**config.mk**
```make
export PLATFORM = sky130hd
export DESIGN_NAME = axis_rgb_pixel_out
export DESIGN_NICKNAME = d
export VERILOG_FILES = /design/src/rtl/axis_rgb_pkg.sv /design/src/rtl/rgb_sync_fifo.sv /design/src/rtl/axis_rgb_pixel_out.sv
export SDC_FILE = /design/constraint.sdc
export NUM_CORES = 1
export LEC_CHECK = 0
export CAP_MARGIN = 20
export CORE_UTILIZATION = 50
export DETAILED_ROUTE_END_ITERATION = 12
export PLACE_DENSITY = 0.67
export SYNTH_ARGS = -nofsm -noshare
export SYNTH_HDL_FRONTEND = slang
export SYNTH_SLANG_ARGS = --single-unit
```
**constraint.sdc**
```tcl
create_clock -name ACLK -period 4.9 [get_ports ACLK]
set_input_delay 0.735 -clock ACLK [delete_from_list [all_inputs] [get_ports ACLK]]
set_output_delay 0.735 -clock ACLK [all_outputs]
set_load 0.05 [all_outputs]
```
**src/rtl/axis_rgb_pkg.sv**
```systemverilog
// Shared types and constants for the AXI4-Stream to raster pixel converter.
// With AXIS_RGB_SYNC_CHECK_EN, FIFO entries also carry the SOF/EOL markers.
package axis_rgb_pkg;

  localparam int unsigned RGB_W     = 8;
  localparam int unsigned RED_MSB   = 23;
  localparam int unsigned RED_LSB   = 16;
  localparam int unsigned GREEN_MSB = 15;
  localparam int unsigned GREEN_LSB = 8;
  localparam int unsigned BLUE_MSB  = 7;
  localparam int unsigned BLUE_LSB  = 0;

  typedef enum logic [1:0] {
    ST_IDLE,
    ST_ACTIVE,
    ST_HBLANK,
    ST_VBLANK
  } rgb_out_state_e;

  typedef struct packed {
`ifdef AXIS_RGB_SYNC_CHECK_EN
    logic             tuser;
    logic             tlast;
`endif
    logic [RGB_W-1:0] red;
    logic [RGB_W-1:0] green;
    logic [RGB_W-1:0] blue;
  } rgb_entry_t;

  function automatic int unsigned max_u(input int unsigned a, input int unsigned b);
    return (a > b) ? a : b;
  endfunction

endpackage

```
**src/rtl/rgb_sync_fifo.sv**
```systemverilog
// Single-clock FIFO with registered full/empty/count and first-word-fall-through read.
// full_nxt exposes next-cycle fullness so the stream ready can be a plain register.
module rgb_sync_fifo #(
  parameter int unsigned DEPTH = 16,
  parameter int unsigned WIDTH = 24
) (
  input  logic                   clk,
  input  logic                   rst_n,
  input  logic                   push,
  input  logic [WIDTH-1:0]       push_data,
  input  logic                   pop,
  output logic [WIDTH-1:0]       pop_data,
  output logic                   full,
  output logic                   full_nxt,
  output logic                   empty,
  output logic [$clog2(DEPTH):0] count
);

  localparam int unsigned AW = $clog2(DEPTH);

  logic [WIDTH-1:0] mem [DEPTH];
  logic [AW-1:0]    wr_ptr;
  logic [AW-1:0]    rd_ptr;
  logic             do_push;
  logic             do_pop;
  logic [AW:0]      count_nxt;

  assign do_push  = push && !full;
  assign do_pop   = pop && !empty;
  assign pop_data = mem[rd_ptr];

  always_comb begin
    count_nxt = count + {{AW{1'b0}}, do_push} - {{AW{1'b0}}, do_pop};
    full_nxt  = (count_nxt == (AW+1)'(DEPTH));
  end

  always_ff @(posedge clk) begin
    if (do_push) mem[wr_ptr] <= push_data;
  end

  always_ff @(posedge clk or negedge rst_n) begin
    if (!rst_n) begin
      wr_ptr <= '0;
      rd_ptr <= '0;
      count  <= '0;
      full   <= 1'b0;
      empty  <= 1'b1;
    end else begin
      if (do_push) wr_ptr <= wr_ptr + 1'b1;
      if (do_pop)  rd_ptr <= rd_ptr + 1'b1;
      count <= count_nxt;
      full  <= full_nxt;
      empty <= (count_nxt == '0);
    end
  end

endmodule

```
**src/rtl/axis_rgb_pixel_out.sv**
```systemverilog
// Replays a VDMA MM2S RGB stream as a raster pixel stream with programmable blanking.
// Define AXIS_RGB_SYNC_CHECK_EN to check SOF/EOL markers and resynchronise on errors.
module axis_rgb_pixel_out
  import axis_rgb_pkg::*;
#(
  parameter int unsigned IMG_WIDTH  = 640,
  parameter int unsigned IMG_HEIGHT = 480,
  parameter int unsigned HBLANK     = 16,
  parameter int unsigned VBLANK     = 64,
  parameter int unsigned FIFO_DEPTH = 16,
  parameter int unsigned PREFILL    = 8
) (
  input  logic             ACLK,
  input  logic             reset,
  input  logic             s_axis_mm2s_tvalid,
  output logic             s_axis_mm2s_tready,
  input  logic [31:0]      s_axis_mm2s_tdata,
  input  logic             s_axis_mm2s_tuser,
  input  logic             s_axis_mm2s_tlast,
  input  logic             enable,
  output logic             valid,
  output logic [RGB_W-1:0] red,
  output logic [RGB_W-1:0] green,
  output logic [RGB_W-1:0] blue,
  output logic             sof,
  output logic             eol,
  output logic             frame_done,
  output logic             underrun,
  output logic             sync_err
);

  localparam int unsigned ENTRY_W = $bits(rgb_entry_t);
  localparam int unsigned CW      = $clog2(FIFO_DEPTH) + 1;
  localparam int unsigned XW      = (IMG_WIDTH > 1) ? $clog2(IMG_WIDTH) : 1;
  localparam int unsigned YW      = (IMG_HEIGHT > 1) ? $clog2(IMG_HEIGHT) : 1;
  localparam int unsigned BMAX    = max_u(HBLANK, VBLANK);
  localparam int unsigned BW      = (BMAX > 1) ? $clog2(BMAX) : 1;

  localparam logic [XW-1:0] X_LAST    = XW'(IMG_WIDTH - 1);
  localparam logic [YW-1:0] Y_LAST    = YW'(IMG_HEIGHT - 1);
  localparam logic [BW-1:0] HB_LAST   = BW'(HBLANK - 1);
  localparam logic [BW-1:0] VB_LAST   = BW'(VBLANK - 1);
  localparam logic [CW-1:0] PREFILL_C = CW'(PREFILL);

  rgb_out_state_e     state;
  logic [XW-1:0]      x;
  logic [YW-1:0]      y;
  logic [BW-1:0]      bcnt;
  logic               done_pend;

  rgb_entry_t         push_entry;
  rgb_entry_t         head;
  logic [ENTRY_W-1:0] pop_data;
  logic               push;
  logic               pop;
  logic               fifo_full;
  logic               full_nxt;
  logic               empty;
  logic [CW-1:0]      count;

  logic               first_px;
  logic               last_x;
  logic               head_sof;
  logic               mismatch;
  logic               start;
  logic               unused_bits;

  assign push = s_axis_mm2s_tvalid && s_axis_mm2s_tready;
  assign head = pop_data;

  always_comb begin
    push_entry       = '0;
    push_entry.red   = s_axis_mm2s_tdata[RED_MSB:RED_LSB];
    push_entry.green = s_axis_mm2s_tdata[GREEN_MSB:GREEN_LSB];
    push_entry.blue  = s_axis_mm2s_tdata[BLUE_MSB:BLUE_LSB];
`ifdef AXIS_RGB_SYNC_CHECK_EN
    push_entry.tuser = s_axis_mm2s_tuser;
    push_entry.tlast = s_axis_mm2s_tlast;
`endif
  end

  rgb_sync_fifo #(
    .DEPTH (FIFO_DEPTH),
    .WIDTH (ENTRY_W)
  ) u_fifo (
    .clk       (ACLK),
    .rst_n     (reset),
    .push      (push),
    .push_data (push_entry),
    .pop       (pop),
    .pop_data  (pop_data),
    .full      (fifo_full),
    .full_nxt  (full_nxt),
    .empty     (empty),
    .count     (count)
  );

  assign first_px = (x == '0) && (y == '0);
  assign last_x   = (x == X_LAST);

`ifdef AXIS_RGB_SYNC_CHECK_EN
  assign head_sof    = head.tuser;
  assign mismatch    = !empty && ((head.tuser != first_px) || (head.tlast != last_x));
  assign unused_bits = ^{s_axis_mm2s_tdata[31:24], fifo_full};
`else
  assign head_sof    = 1'b1;
  assign mismatch    = 1'b0;
  assign sync_err    = 1'b0;
  assign unused_bits = ^{s_axis_mm2s_tdata[31:24], s_axis_mm2s_tuser, s_axis_mm2s_tlast, fifo_full};
`endif

  // In IDLE a head without SOF is dropped (only possible with the sync check built in).
  assign start = enable && (count >= PREFILL_C) && head_sof;

  always_comb begin
    pop = 1'b0;
    unique case (state)
      ST_ACTIVE: pop = !empty;
      ST_IDLE:   pop = !empty && !head_sof;
      default:   pop = 1'b0;
    endcase
  end

  always_ff @(posedge ACLK or negedge reset) begin
    if (!reset) begin
      state              <= ST_IDLE;
      x                  <= '0;
      y                  <= '0;
      bcnt               <= '0;
      done_pend          <= 1'b0;
      s_axis_mm2s_tready <= 1'b0;
      valid              <= 1'b0;
      red                <= '0;
      green              <= '0;
      blue               <= '0;
      sof                <= 1'b0;
      eol                <= 1'b0;
      frame_done         <= 1'b0;
      underrun           <= 1'b0;
`ifdef AXIS_RGB_SYNC_CHECK_EN
      sync_err           <= 1'b0;
`endif
    end else begin
      s_axis_mm2s_tready <= !full_nxt;
      valid              <= 1'b0;
      red                <= '0;
      green              <= '0;
      blue               <= '0;
      sof                <= 1'b0;
      eol                <= 1'b0;
      done_pend          <= 1'b0;
      frame_done         <= done_pend;

      unique case (state)
        ST_IDLE: begin
          if (start) begin
            state <= ST_ACTIVE;
            x     <= '0;
            y     <= '0;
          end
        end
        ST_ACTIVE: begin
          if (mismatch) begin
            state <= ST_IDLE;
`ifdef AXIS_RGB_SYNC_CHECK_EN
            sync_err <= 1'b1;
`endif
          end else begin
            valid <= 1'b1;
            sof   <= first_px;
            eol   <= last_x;
            if (empty) begin
              underrun <= 1'b1;
            end else begin
              red   <= head.red;
              green <= head.green;
              blue  <= head.blue;
            end
            if (last_x) begin
              x <= '0;
              if (y != Y_LAST) begin
                if (HBLANK == 0) begin
                  y <= y + 1'b1;
                end else begin
                  state <= ST_HBLANK;
                  bcnt  <= '0;
                end
              end else begin
                done_pend <= 1'b1;
                if (VBLANK == 0) begin
                  state <= ST_IDLE;
                end else begin
                  state <= ST_VBLANK;
                  bcnt  <= '0;
                end
              end
            end else begin
              x <= x + 1'b1;
            end
          end
        end
        ST_HBLANK: begin
          if (bcnt == HB_LAST) begin
            state <= ST_ACTIVE;
            y     <= y + 1'b1;
          end else begin
            bcnt <= bcnt + 1'b1;
          end
        end
        ST_VBLANK: begin
          if (bcnt == VB_LAST) state <= ST_IDLE;
          else                 bcnt  <= bcnt + 1'b1;
        end
        default: state <= ST_IDLE;
      endcase
    end
  end

endmodule

```
==> run summary, run 1 <==
STATUS
----------------------------------------------------------------------------------------
Run status ................................................................ complete, no violations

STA
----------------------------------------------------------------------------------------
Final Hold Fails ..........................................................            0
Tightest slew margin relative to the limit ................................       25.64%
Final TNS setup ...........................................................         0 ns
Final slew viol count .....................................................            0
F_max .....................................................................    357.2 MHz
Crit path time final ......................................................     2.799 ns
Clock Skews ...............................................................   0.01708 ns
Worst-Margin Slew .........................................................     1.115 ns
Tcrit/Tclk final ..........................................................       57.13%
Worst-case hold slack .....................................................    0.1793 ns
Final setup viols .........................................................            0
Setup repair after global routing missed its margin .......................           no

SYNTH
----------------------------------------------------------------------------------------
Largest cells by area after synthesis ..................................... sky130_fd_sc_hd__edfxtp_1 (64%), sky130_fd_sc_hd__mux4_2 (10%), sky130_fd_sc_hd__dfrtp_1 (10%)
Synthesized net count .....................................................          998
Area fraction in compound gates after synthesis ...........................       3.961%
Number of enable-type register cells in the synthesized netlist ...........          384
Mux contribution to synthesized area ......................................       13.07%
Area of the mapped netlist ................................................  18,000 um^2
Fraction of the yosys area taken by sequential cells ......................       74.20%
Xor/xnor share of the synthesized area ....................................      0.5351%
Simple-gate portion of the synthesized area ...............................       5.163%
Dominant combinational cell family by area after synthesis ................ multiplexers
Unique masters post-synth .................................................           59
Synthesis warning total ...................................................            0
Flip-flop cell with the highest count after synthesis ..................... sky130_fd_sc_hd__edfxtp_1
Post-synthesis adder-cell area fraction ...................................       1.293%
Per-instance average area after synthesis .................................   19.11 um^2
Top cell type by total area after synthesis ............................... sky130_fd_sc_hd__edfxtp_1
Post-synthesis sequential element count ...................................          457
Number of instances in the synthesized netlist ............................          942
Area share of the largest cell type after synthesis .......................       64.04%
Async set or reset register ratio after synthesis .........................       15.97%

CELLS AND AREA
----------------------------------------------------------------------------------------
Area added between synthesis and finish ...................................       14.57%
Number of diodes added for antenna fixing .................................            0
Filler Cells Inserted .....................................................        2,639
Final net count ...........................................................        1,085
Ratio of cells with drive above 1 in the final layout .....................       18.15%
Final core utilization ....................................................       58.13%

RUN
----------------------------------------------------------------------------------------
Number of max-cap violations ..............................................            0

SETUP PATH
----------------------------------------------------------------------------------------
Slowest library cell on the worst path .................................... sky130_fd_sc_hd__and2_1
Critical Path End Type ....................................................     register
Number of cells traversed by the worst register-to-register path ..........            9
Nature of the critical path startpoint .................................... primary input
Endpoint of the worst-slack reg-to-reg timing path ........................  u_fifo.full
Setup slack on the worst flop-to-flop path ................................      2.11 ns
Start of the worst register-to-register path ..............................     state[0]
CP required ...............................................................      5.16 ns
Kind of critical path .....................................................    in -> reg
Cells along the critical path ............................................. clkdlybuf4s50_1 > and3b_1 > nor3b_1 > and2_1 > buf_4
Data arrival time at the worst-slack endpoint .............................      3.06 ns
Maximum cell stage delay along the critical path ..........................      0.79 ns
Maximum fanout count along the critical path ..............................           16

DIE
----------------------------------------------------------------------------------------
Number of top-level pins ..................................................           69
Die outline area ..........................................................  36,770 um^2
Vert. Die Dim .............................................................     191.8 um
Die span in x .............................................................     191.8 um
Number of placement rows ..................................................           69
Area of the placeable core ................................................  35,480 um^2
Effective utilization at floorplan ........................................       50.74%

CLOCKING
----------------------------------------------------------------------------------------
Post-CTS Hold Fix Bufs ....................................................            0
Inserted Clock Buffers ....................................................           48
CTS tree ..................................................................          yes
Post-cts gate resize count ................................................            0
Worst-path clk slew .......................................................      0.06 ns
Insertion delay to the later sink of the worst-skew pair ..................      0.56 ns
Post CTS Setup Buffer Count ...............................................            0
H-tree depth reported by CTS ..............................................            2
CTS Root Buffer Type ...................................................... sky130_fd_sc_hd__clkbuf_16
CTS sink cnt ..............................................................          457
Number of buffers between clock root and the deepest sink .................            3

PWR
----------------------------------------------------------------------------------------
Leakage power summed over all cells .......................................     7.104 nW
Switching share of power ..................................................       31.41%
Share of power burned in registers ........................................        43.3%
Portion of total power attributed to the clock network ....................        28.9%
Pint ......................................................................     8.179 mW
Worst IR Drop VDD .........................................................    0.3902 mV
Pwr per Cell Area ......................................................... 578.1 nW/um^2
Power spent charging and discharging nets .................................     3.746 mW
Fraction of power consumed by combinational cells .........................        27.7%

DETAILED ROUTING
----------------------------------------------------------------------------------------
Initial drt markers .......................................................          719
Remaining antenna violation count after routing ...........................            0
Average via count per standard cell .......................................        5.907
Vias after detailed routing ...............................................        9,038
Average wire length per cell after detail routing .........................     24.08 um
Number of search-and-repair iterations in the first detailed-routing pass .            5
Post-route DRC ............................................................            0
Total wirelength of the detailed-routed design ............................    36,840 um

GRT
----------------------------------------------------------------------------------------
Leftover overflow at the end of global routing ............................            0
Overall Global Routing Usage ..............................................       20.97%
Initial antenna violation count ...........................................            0
Number of global-route vias before repair .................................        9,282
Pin count of the biggest net entering global routing ......................           64
Global-route wire length before repair ....................................    56,280 um

PLACED DESIGN
----------------------------------------------------------------------------------------
HPWL after detailed placement .............................................    20,990 um
Count of input and output buffers .........................................           57
Routability cong. .........................................................       0.7758

WORST HOLD PATH
----------------------------------------------------------------------------------------
Hold WC Path Type .........................................................  in -> async

-- cells in the final DEF (no fill, tap or decap), types with 6 or more instances in the layout --
cell / synthesis / final
sky130_fd_sc_hd__mux4_2: 83 / 83
sky130_fd_sc_hd__o21ai_0: 9 / 9
sky130_fd_sc_hd__nand4_1: 6 / 6
sky130_fd_sc_hd__and2_1: 20 / 20
sky130_fd_sc_hd__nor4_1: 7 / 7
sky130_fd_sc_hd__o31ai_1: 6 / 6
sky130_fd_sc_hd__dfrtp_1: 72 / 69
sky130_fd_sc_hd__o22ai_1: 13 / 13
sky130_fd_sc_hd__clkbuf_16: 0 / 49
sky130_fd_sc_hd__a22oi_1: 17 / 17
sky130_fd_sc_hd__and3_1: 9 / 9
sky130_fd_sc_hd__clkinv_2: 0 / 10
sky130_fd_sc_hd__nand2_1: 28 / 28
sky130_fd_sc_hd__xnor2_1: 6 / 6
sky130_fd_sc_hd__buf_4: 11 / 25
sky130_fd_sc_hd__mux2i_1: 45 / 45
sky130_fd_sc_hd__inv_1: 22 / 22
sky130_fd_sc_hd__a21oi_1: 7 / 7
sky130_fd_sc_hd__clkbuf_1: 17 / 10
sky130_fd_sc_hd__ha_1: 17 / 17
sky130_fd_sc_hd__nor2b_1: 13 / 13
sky130_fd_sc_hd__clkinv_1: 0 / 11
sky130_fd_sc_hd__edfxtp_1: 384 / 384
sky130_fd_sc_hd__o211ai_1: 10 / 10
sky130_fd_sc_hd__nand3_1: 34 / 34
sky130_fd_sc_hd__nor2_1: 9 / 9
sky130_fd_sc_hd__a211oi_1: 10 / 10
sky130_fd_sc_hd__a221o_1: 8 / 8
sky130_fd_sc_hd__clkdlybuf4s50_1: 0 / 56
-- layout make-up --
| class | count | area, um^2 | share of cell area [%] |
|---|---|---|---|
| clock buffer | 59 | 1264 | 6.126 |
| clock inverter | 31 | 239.0 | 1.159 |
| inverter | 22 | 82.58 | 0.4003 |
| multi-input combinational | 418 | 4329 | 20.99 |
| sequential | 457 | 13370 | 64.81 |
| tap | 461 | 576.8 | 2.796 |
| timing repair buffer | 82 | 768.2 | 3.724 |
-- cells in the mapped netlist, types with 6 or more instances --
master                       n
sky130_fd_sc_hd__nor2b_1    13
sky130_fd_sc_hd__a221o_1     8
sky130_fd_sc_hd__nand2_1    28
sky130_fd_sc_hd__a21oi_1     7
sky130_fd_sc_hd__mux4_2     83
sky130_fd_sc_hd__clkbuf_1   17
sky130_fd_sc_hd__o31ai_1     6
sky130_fd_sc_hd__nor4_1      7
sky130_fd_sc_hd__and3_1      9
sky130_fd_sc_hd__nor2_1      9
sky130_fd_sc_hd__edfxtp_1  384
sky130_fd_sc_hd__buf_2      13
sky130_fd_sc_hd__buf_4      11
sky130_fd_sc_hd__mux2i_1    45
sky130_fd_sc_hd__and2_1     20
sky130_fd_sc_hd__inv_1      22
sky130_fd_sc_hd__ha_1       17
sky130_fd_sc_hd__o211ai_1   10
sky130_fd_sc_hd__o22ai_1    13
sky130_fd_sc_hd__nand3_1    34
sky130_fd_sc_hd__nand4_1     6
sky130_fd_sc_hd__dfrtp_1    72
sky130_fd_sc_hd__xnor2_1     6
sky130_fd_sc_hd__a22oi_1    17
sky130_fd_sc_hd__o21ai_0     9
sky130_fd_sc_hd__a211oi_1   10
-- through the flow --
step                total power, mW  cell area [um^2]  std cells  setup slack (ns)
floorplan                     7.555             18000        942             2.357
global route                  12.46             20630       1530             1.912
CTS                           12.05             20630       1530             2.056
global placement              8.547             19120       1440             1.517
finish                        11.93             20630       1530             2.101
detailed placement            8.597             19120       1440             1.481
-- flip-flops by register name, indices dropped and copies added (netlist names) --
register,cells
u_fifo.wr_ptr,4
done_pend,1
red,8
x,10
bcnt,6
valid,1
underrun,1
y,9
frame_done,1
s_axis_mm2s_tready,1
blue,8
u_fifo.empty,1
state,2
green,8
u_fifo.count,5
u_fifo.full,1
u_fifo.rd_ptr,4
u_fifo.mem,384
eol,1
sof,1
-- worst max-delay path by stage --
stage	cells past startpoint	startpoint	endpoint	slack [ns]
finish	5	s_axis_mm2s_tvalid	u_fifo.mem[0][18]	2.10
global route	5	s_axis_mm2s_tvalid	u_fifo.mem[0][18]	1.91
CTS	5	s_axis_mm2s_tvalid	u_fifo.mem[0][18]	2.06
detailed placement	5	s_axis_mm2s_tvalid	u_fifo.mem[0][18]	1.48
global placement	6	s_axis_mm2s_tvalid	u_fifo.mem[6][18]	1.52
floorplan	8	s_axis_mm2s_tvalid	u_fifo.full	2.36
-- power groups by stage --
stage | logic [mW] | clock network, mW | registers [mW]
6_report | 3.31 | 3.45 | 5.17
5_1_grt | 3.57 | 3.66 | 5.23
4_1_cts | 3.36 | 3.51 | 5.18
3_5_place_dp | 3.34 | 0 | 5.26
3_3_place_gp | 3.31 | 0 | 5.24
2_1_floorplan | 2.32 | 0 | 5.24
-- critical path: cells and delay by family --
kind,cells,cell delay [ns]
AND/OR/NAND/NOR,3,1.58
buffers and inverters,2,0.73
-- logic make-up after synthesis --
group,count (synthesis)
simple gates,159
xor+xnor,11
fa+ha+maj,18
other cells,1
flops,457
compound gates,98
mux,131
buf+inv,67
-- routing by layer --
metal  GRT usage [%]  share of wire (%)  vias to the layer above
li1                -                  -                     3992
met1           30.11                 44                     4747
met2           33.48                 48                      246
met3           3.380                5.1                       53
met4           5.800                2.0                        0
met5               0                  0                        -
No activity file was read; power rests on OpenSTA's default activity.
==> inputs of run 2 (changes only) <==
==> constraint.sdc (replaced) <==
create_clock -name ACLK -period 2.8 [get_ports ACLK]
set_input_delay 0.42 -clock ACLK [delete_from_list [all_inputs] [get_ports ACLK]]
set_output_delay 0.42 -clock ACLK [all_outputs]
set_load 0.05 [all_outputs]
==> run 2 against run 1 <==
Compared with the run above:
- sequential share of layout area fell by 0.95 points
- worst setup slack got worse by 1.8 ns
- global-route usage fell by 0.30 points
- clock power rose by 73%
- die area did not move
- sequential power rose by 70%
- total power rose by 77%
- clock-buffer cell count rose by 14
- core utilization rose by 0.87 points
- critical endpoint is now u_fifo.full
- largest cell class unchanged
==> run summary, run 2 (synthesized netlist as in run 1, its figures left out) <==
DETAILED ROUTING
----------------------------------------------------------------------------------------
Average wire length per cell after detail routing .........................     23.32 um
Number of search-and-repair iterations in the first detailed-routing pass .            4
Remaining antenna violation count after routing ...........................            0
Total wirelength of the detailed-routed design ............................    36,080 um
Vias after detailed routing ...............................................        8,989
Average via count per standard cell .......................................        5.811
Initial drt markers .......................................................          610
Post-route DRC ............................................................            0

STA
----------------------------------------------------------------------------------------
F_max .....................................................................    404.6 MHz
Final TNS setup ...........................................................         0 ns
Post-route worst setup slack ..............................................    0.3285 ns
Final slew viol count .....................................................            0
Final setup viols .........................................................            0
Tightest slew margin relative to the limit ................................       48.03%
Clock Skews ...............................................................   0.01757 ns
Worst-Margin Slew .........................................................    0.7796 ns
Setup repair after global routing missed its margin .......................           no
Crit path time final ......................................................     2.472 ns
Final Hold Fails ..........................................................            0
Tcrit/Tclk final ..........................................................       88.27%

GRT
----------------------------------------------------------------------------------------
Initial antenna violation count ...........................................            1
Met2 track demand over resource ...........................................       33.42%
Number of global-route vias before repair .................................        9,105
Overall Global Routing Usage ..............................................       20.67%
Leftover overflow at the end of global routing ............................            0
Pin count of the biggest net entering global routing ......................           47
Most Used Layer, Global Route .............................................         met2
Global-route wire length before repair ....................................    55,160 um
Met1 Use GR ...............................................................       28.75%
Global Route met3 Usage ...................................................       3.819%

DIE
----------------------------------------------------------------------------------------
Number of placement rows ..................................................           69
Effective utilization at floorplan ........................................       50.74%
Die outline area ..........................................................  36,770 um^2
Vert. Die Dim .............................................................     191.8 um
Number of top-level pins ..................................................           69
Area of the placeable core ................................................  35,480 um^2
Die span in x .............................................................     191.8 um

CELLS AND AREA
----------------------------------------------------------------------------------------
Final standard cell count with taps included and fillers excluded .........        1,547
Top register by number of flip-flops ......................................   u_fifo.mem
Most frequent cells in the layout ......................................... sky130_fd_sc_hd__edfxtp_1 (384), sky130_fd_sc_hd__mux4_2 (83), sky130_fd_sc_hd__dfrtp_1 (69)
Area of combinational cells with multiple inputs ..........................    4329 um^2
Most common cell after layout, fill and taps aside ........................ sky130_fd_sc_hd__edfxtp_1
Final net count ...........................................................        1,105
Number of diodes added for antenna fixing .................................            0
Number of flip-flops under the largest register name ......................          384
Leading registers by flop count ........................................... u_fifo.mem x384, x x10, y x9
Filler Cells Inserted .....................................................        2,567
Area used by sequential logic in the layout ...............................  13,370 um^2
Area added between synthesis and finish ...................................       16.28%
Ratio of cells with drive above 1 in the final layout .....................       19.06%

SETUP PATH
----------------------------------------------------------------------------------------
Nature of the critical path startpoint ....................................     register
Cells along the critical path ............................................. nor3b_4 > ha_1 > inv_1 > ha_1 > fa_1 > a21o_1 > a21oi_1 > xor2_1 > and3_1
Library cell appearing most often on the critical path .................... sky130_fd_sc_hd__ha_1
Maximum fanout count along the critical path ..............................            4
Setup slack on the worst flop-to-flop path ................................      0.33 ns
Start of the worst register-to-register path .............................. u_fifo.empty
Endpoint of the worst setup timing path ...................................  u_fifo.full
Number of cells traversed by the worst register-to-register path ..........            9
Logic depth of the worst setup path including buffers .....................            9
Slowest library cell on the worst path .................................... sky130_fd_sc_hd__dfstp_2
Data arrival time at the worst-slack endpoint .............................      2.97 ns
Critical Path End Type ....................................................     register
CP required ...............................................................      3.30 ns
CP Launch Point ........................................................... u_fifo.empty
Maximum cell stage delay along the critical path ..........................      0.59 ns
Endpoint of the worst-slack reg-to-reg timing path ........................  u_fifo.full
Kind of critical path .....................................................   reg -> reg
Buffering stage count on the worst path with inverters included ...........            1
CP top delay family .......................................................  adder cells

CLOCKING
----------------------------------------------------------------------------------------
Worst-path clk slew .......................................................      0.05 ns
CTS Root Buffer Type ...................................................... sky130_fd_sc_hd__clkbuf_16
CTS tree ..................................................................          yes
Insertion delay to the later sink of the worst-skew pair ..................      0.58 ns
H-tree depth reported by CTS ..............................................            2
Inserted Clock Buffers ....................................................           47
Number of buffers between clock root and the deepest sink .................            3
CTS sink cnt ..............................................................          457
Post-cts gate resize count ................................................            0

WORST HOLD PATH
----------------------------------------------------------------------------------------
Hold WC Path Type .........................................................   reg -> reg

PWR
----------------------------------------------------------------------------------------
Pwr per Cell Area ......................................................... 1007 nW/um^2
Leakage power summed over all cells .......................................     7.241 nW
Worst IR Drop VDD .........................................................    0.7014 mV

PLACED DESIGN
----------------------------------------------------------------------------------------
Routability cong. .........................................................       0.7830
HPWL after detailed placement .............................................    21,040 um
Placed Cells ..............................................................        1,460
Placement Setup Slack .....................................................    0.2275 ns
Count of input and output buffers .........................................           57

STATUS
----------------------------------------------------------------------------------------
Run status ................................................................ complete, no violations

RUN
----------------------------------------------------------------------------------------
Number of max-cap violations ..............................................            0

-- run 2: cell types whose count changed in the layout (fill, tap and decap cells not counted), sizes merged --
cell,delta
buf,+20
clkbuf,+14
clkinv,-12
inv,-3
clkinvlp,-2
bufinv,-1
dlygate4sd3,+1
-- run 2: how the worst min path moves through the flow --
stage / startpoint / endpoint / slack, ns / depth (start not counted)
after floorplan: reset / bcnt[0] / 0.12 / 0
after global placement: done_pend / frame_done / 0.33 / 0
after detailed placement: done_pend / frame_done / 0.34 / 0
after CTS: done_pend / frame_done / 0.35 / 0
after global routing: done_pend / frame_done / 0.36 / 0
final: done_pend / frame_done / 0.35 / 0
-- run 2: final cells by class --
class                      instances  area share (%)
inverter                          22          0.3945
clock buffer                      73           6.437
sequential                       457           63.85
clock inverter                    13          0.5498
multi-input combinational        418           20.68
timing repair buffer             103           5.331
tap                              461           2.755
-- run 2: power breakdown --
| group | internal, mW | switching [mW] |
|---|---|---|
| clock | 3.49 | 2.47 |
| sequential | 8.26 | 0.547 |
| combinational | 2.81 | 3.49 |
| total | 14.6 | 6.51 |
-- run 2: per-stage QoR --
stage                     util (%)  instance area [um^2]  total power [mW]  hold slack, ns
after floorplan                  -                 18000             13.22          0.1244
after global placement       54.85                 19460             15.25          0.3348
after detailed placement     54.85                 19460             15.34          0.3381
after CTS                    59.00                 20940             21.32          0.3508
after global routing         59.00                 20940             22.06          0.3643
final                        59.00                 20940             21.07          0.3463
-- run 2: metal layers --
metal | vias to the layer above | part of all wire [%]
li1 | 4035 | -
met1 | 4680 | 44
met2 | 216 | 49
met3 | 58 | 4.8
met4 | 0 | 2.1
met5 | - | 0
-- run 2: repair_timing --
| item | CTS | global route |
|---|---|---|
| hold endpoints to repair | 44 | 0 |
| setup endpoints to repair | 0 | 0 |
| hold buffers | 1 | 0 |
| buffers inserted | 0 | 0 |
==> inputs of run 3 (changes only) <==
--- a/config.mk
+++ b/config.mk
@@ -7,8 +7,10 @@
 export LEC_CHECK = 0
 export CAP_MARGIN = 20
 export CORE_UTILIZATION = 50
+export CTS_CLUSTER_DIAMETER = 30
 export DETAILED_ROUTE_END_ITERATION = 12
 export PLACE_DENSITY = 0.67
+export REMOVE_ABC_BUFFERS = 1
 export SYNTH_ARGS = -nofsm -noshare
 export SYNTH_HDL_FRONTEND = slang
 export SYNTH_SLANG_ARGS = --single-unit
==> run 3 against run 2 <==
Compared with the run above:
- register-to-register slack worse by 0.05 ns
- core utilization up 5.1 points
- total power up 25%
- sequential share of layout area down 5.1 points
- final cell count up 5.9%
- sequential power about the same
- clock-buffer cell count up 46
- largest cell class unchanged
- die area unchanged
- combinational power up 0.6%
- hold slack worse by 0.0028 ns
- via count up 6.4%
- flip-flop and latch count unchanged
==> run summary, run 3 (synthesized netlist as in run 1, its figures left out) <==
WORST HOLD PATH
----------------------------------------------------------------------------------------
WHS Endpoint ..............................................................   frame_done
Worst hold stages .........................................................            0
Hold WC Path Type .........................................................   reg -> reg
Hold wc startpoint ........................................................    done_pend

CELLS AND AREA
----------------------------------------------------------------------------------------
Number of flip-flops under the largest register name ......................          384
Most frequent cells in the layout ......................................... sky130_fd_sc_hd__edfxtp_1 (384), sky130_fd_sc_hd__clkbuf_16 (95), sky130_fd_sc_hd__mux4_2 (83)
Filler Cells Inserted .....................................................        2,381
Most common cell after layout, fill and taps aside ........................ sky130_fd_sc_hd__edfxtp_1
Final net count ...........................................................        1,156
Top register by number of flip-flops ......................................   u_fifo.mem
Area added between synthesis and finish ...................................       26.35%
Ratio of cells with drive above 1 in the final layout .....................       26.32%
Leading registers by flop count ........................................... u_fifo.mem x384, x x10, y x9
Number of diodes added for antenna fixing .................................            0

DETAILED ROUTING
----------------------------------------------------------------------------------------
Initial drt markers .......................................................          618
Vias after detailed routing ...............................................        9,563
Remaining antenna violation count after routing ...........................            0
Post-route DRC ............................................................            0
Number of search-and-repair iterations in the first detailed-routing pass .            5
Total wirelength of the detailed-routed design ............................    38,190 um
Average wire length per cell after detail routing .........................     23.30 um
Average via count per standard cell .......................................        5.835

DIE
----------------------------------------------------------------------------------------
Die span in x .............................................................     191.8 um
Number of placement rows ..................................................           69
Vert. Die Dim .............................................................     191.8 um
Die outline area ..........................................................  36,770 um^2
Number of top-level pins ..................................................           69
Effective utilization at floorplan ........................................       50.74%
Area of the placeable core ................................................  35,480 um^2

STA
----------------------------------------------------------------------------------------
Tightest slew margin relative to the limit ................................       46.61%
Setup repair after global routing missed its margin .......................           no
Worst-case hold slack .....................................................    0.3436 ns
Final Hold Fails ..........................................................            0
Final slew viol count .....................................................            0
F_max .....................................................................    396.3 MHz
Clock Skews ...............................................................   0.02970 ns
Post-route worst setup slack ..............................................    0.2765 ns
Tcrit/Tclk final ..........................................................       90.13%
Worst-Margin Slew .........................................................    0.8008 ns
Final setup viols .........................................................            0
Crit path time final ......................................................     2.524 ns

SETUP PATH
----------------------------------------------------------------------------------------
Critical Path End Type ....................................................     register
Setup slack on the worst flop-to-flop path ................................      0.28 ns
CP required ...............................................................      3.32 ns
Start of the worst register-to-register path .............................. u_fifo.empty
Kind of critical path .....................................................   reg -> reg
Slowest library cell on the worst path .................................... sky130_fd_sc_hd__dfstp_2
Nature of the critical path startpoint ....................................     register
Endpoint of the worst-slack reg-to-reg timing path ........................  u_fifo.full
Cells along the critical path ............................................. nor3b_4 > ha_1 > inv_1 > ha_1 > fa_1 > a21o_1 > a21oi_1 > xor2_1 > and3_1
Number of cells traversed by the worst register-to-register path ..........            9
Maximum cell stage delay along the critical path ..........................      0.60 ns
Buffering stage count on the worst path with inverters included ...........            1
Library cell appearing most often on the critical path .................... sky130_fd_sc_hd__ha_1
Maximum fanout count along the critical path ..............................            4
CP top delay family .......................................................  adder cells
Data arrival time at the worst-slack endpoint .............................      3.04 ns

STATUS
----------------------------------------------------------------------------------------
Run status ................................................................ complete, no violations

GRT
----------------------------------------------------------------------------------------
Global-route wire length before repair ....................................    58,600 um
Overall Global Routing Usage ..............................................       21.84%
Number of global-route vias before repair .................................        9,979
Initial antenna violation count ...........................................            2
Pin count of the biggest net entering global routing ......................           41
Leftover overflow at the end of global routing ............................            0

CLOCKING
----------------------------------------------------------------------------------------
CTS Root Buffer Type ...................................................... sky130_fd_sc_hd__clkbuf_16
H-tree depth reported by CTS ..............................................            3
Worst-path clk slew .......................................................      0.04 ns
CTS tree ..................................................................          yes
Inserted Clock Buffers ....................................................           90
Insertion delay to the later sink of the worst-skew pair ..................      0.61 ns
Post-cts gate resize count ................................................            0
Number of buffers between clock root and the deepest sink .................            3
Post CTS Setup Buffer Count ...............................................            0
CTS sink cnt ..............................................................          457

PWR
----------------------------------------------------------------------------------------
Leakage power summed over all cells .......................................     8.150 nW
Total Power ...............................................................     26.25 mW
Worst IR Drop VDD .........................................................    0.7484 mV
Pwr per Cell Area ......................................................... 1154 nW/um^2

PLACED DESIGN
----------------------------------------------------------------------------------------
Placement Setup Slack .....................................................   0.07741 ns
HPWL after detailed placement .............................................    21,480 um
Routability cong. .........................................................       0.7921
Count of input and output buffers .........................................           57

RUN
----------------------------------------------------------------------------------------
Number of max-cap violations ..............................................            0

## run 3: changes by cell type in the layout (fill, tap and decap cells not counted), sizes merged
cell,previous run,this run
clkbuf,73,119
clkinv,10,25
inv,22,34
bufinv,2,11
buf,46,54
clkinvlp,1,3
## run 3: area by class of cell
cell class / count / area, um^2 / area share, %
flip-flops and latches: 457 / 13370 / 58.76
multi-input cells: 418 / 4333 / 19.05
clock buffers: 119 / 2547 / 11.20
repair buffers: 111 / 1151 / 5.060
clock inverters: 51 / 690.7 / 3.036
well taps: 461 / 576.8 / 2.535
inverters: 22 / 82.58 / 0.3630
## run 3: worst register-to-register path: cells and delay by family, from the launching register on
family	cells	cell delay, ns
adder cells (fa/ha/maj)	3	0.90
AO/OA/AOI/OAI	2	0.38
XOR/XNOR	1	0.28
flip-flops	1	0.60
AND/OR/NAND/NOR	2	0.26
buffers and inverters	1	0.04
## run 3: repair_timing
item | 4_1_cts | 5_1_grt
hold buffers | 1 | 0
endpoints found under the setup margin | 0 | 0
hold endpoints to repair | 32 | 0
## run 3: worst max-delay path by stage
| stage | startpoint | to | depth (start not counted) |
|---|---|---|---|
| finish | u_fifo.empty | u_fifo.full | 9 |
| global route | u_fifo.empty | u_fifo.full | 9 |
| CTS | u_fifo.empty | u_fifo.full | 9 |
| detailed placement | s_axis_mm2s_tvalid | s_axis_mm2s_tready | 8 |
| global placement | s_axis_mm2s_tvalid | u_fifo.full | 8 |
| floorplan | u_fifo.rd_ptr[0] | blue[0] | 4 |
## run 3: stage by stage
step / TNS (ns) / area (um^2) / instances / util (%)
floorplan: -66.04 / 17770 / 897 / -
global placement: 0 / 19500 / 1468 / 54.96
detailed placement: 0 / 19500 / 1468 / 54.96
CTS: 0 / 22750 / 1639 / 64.11
global route: 0 / 22750 / 1639 / 64.11
finish: 0 / 22750 / 1639 / 64.11
## run 3: metal layers
layer  up-vias  track usage, %  part of all wire [%]  wire length [um]
met1      4953           29.52                    43             16280
met3        83           4.952                   5.8              2221
li1       4179               -                     -                 -
met4         2           8.669                   2.6               991
met5         -               0                 0.029                11
met2       346           34.53                    49             18680
## run 3: report_power, final
part | leakage (nW) | total, mW | internal (mW) | switching (mW)
Sequential | 4.41 | 8.81 | 8.28 | 0.525
Combinational | 2.16 | 6.34 | 2.79 | 3.55
Clock | 1.59 | 11.1 | 7.50 | 3.60
Total | 8.15 | 26.2 | 18.6 | 7.68
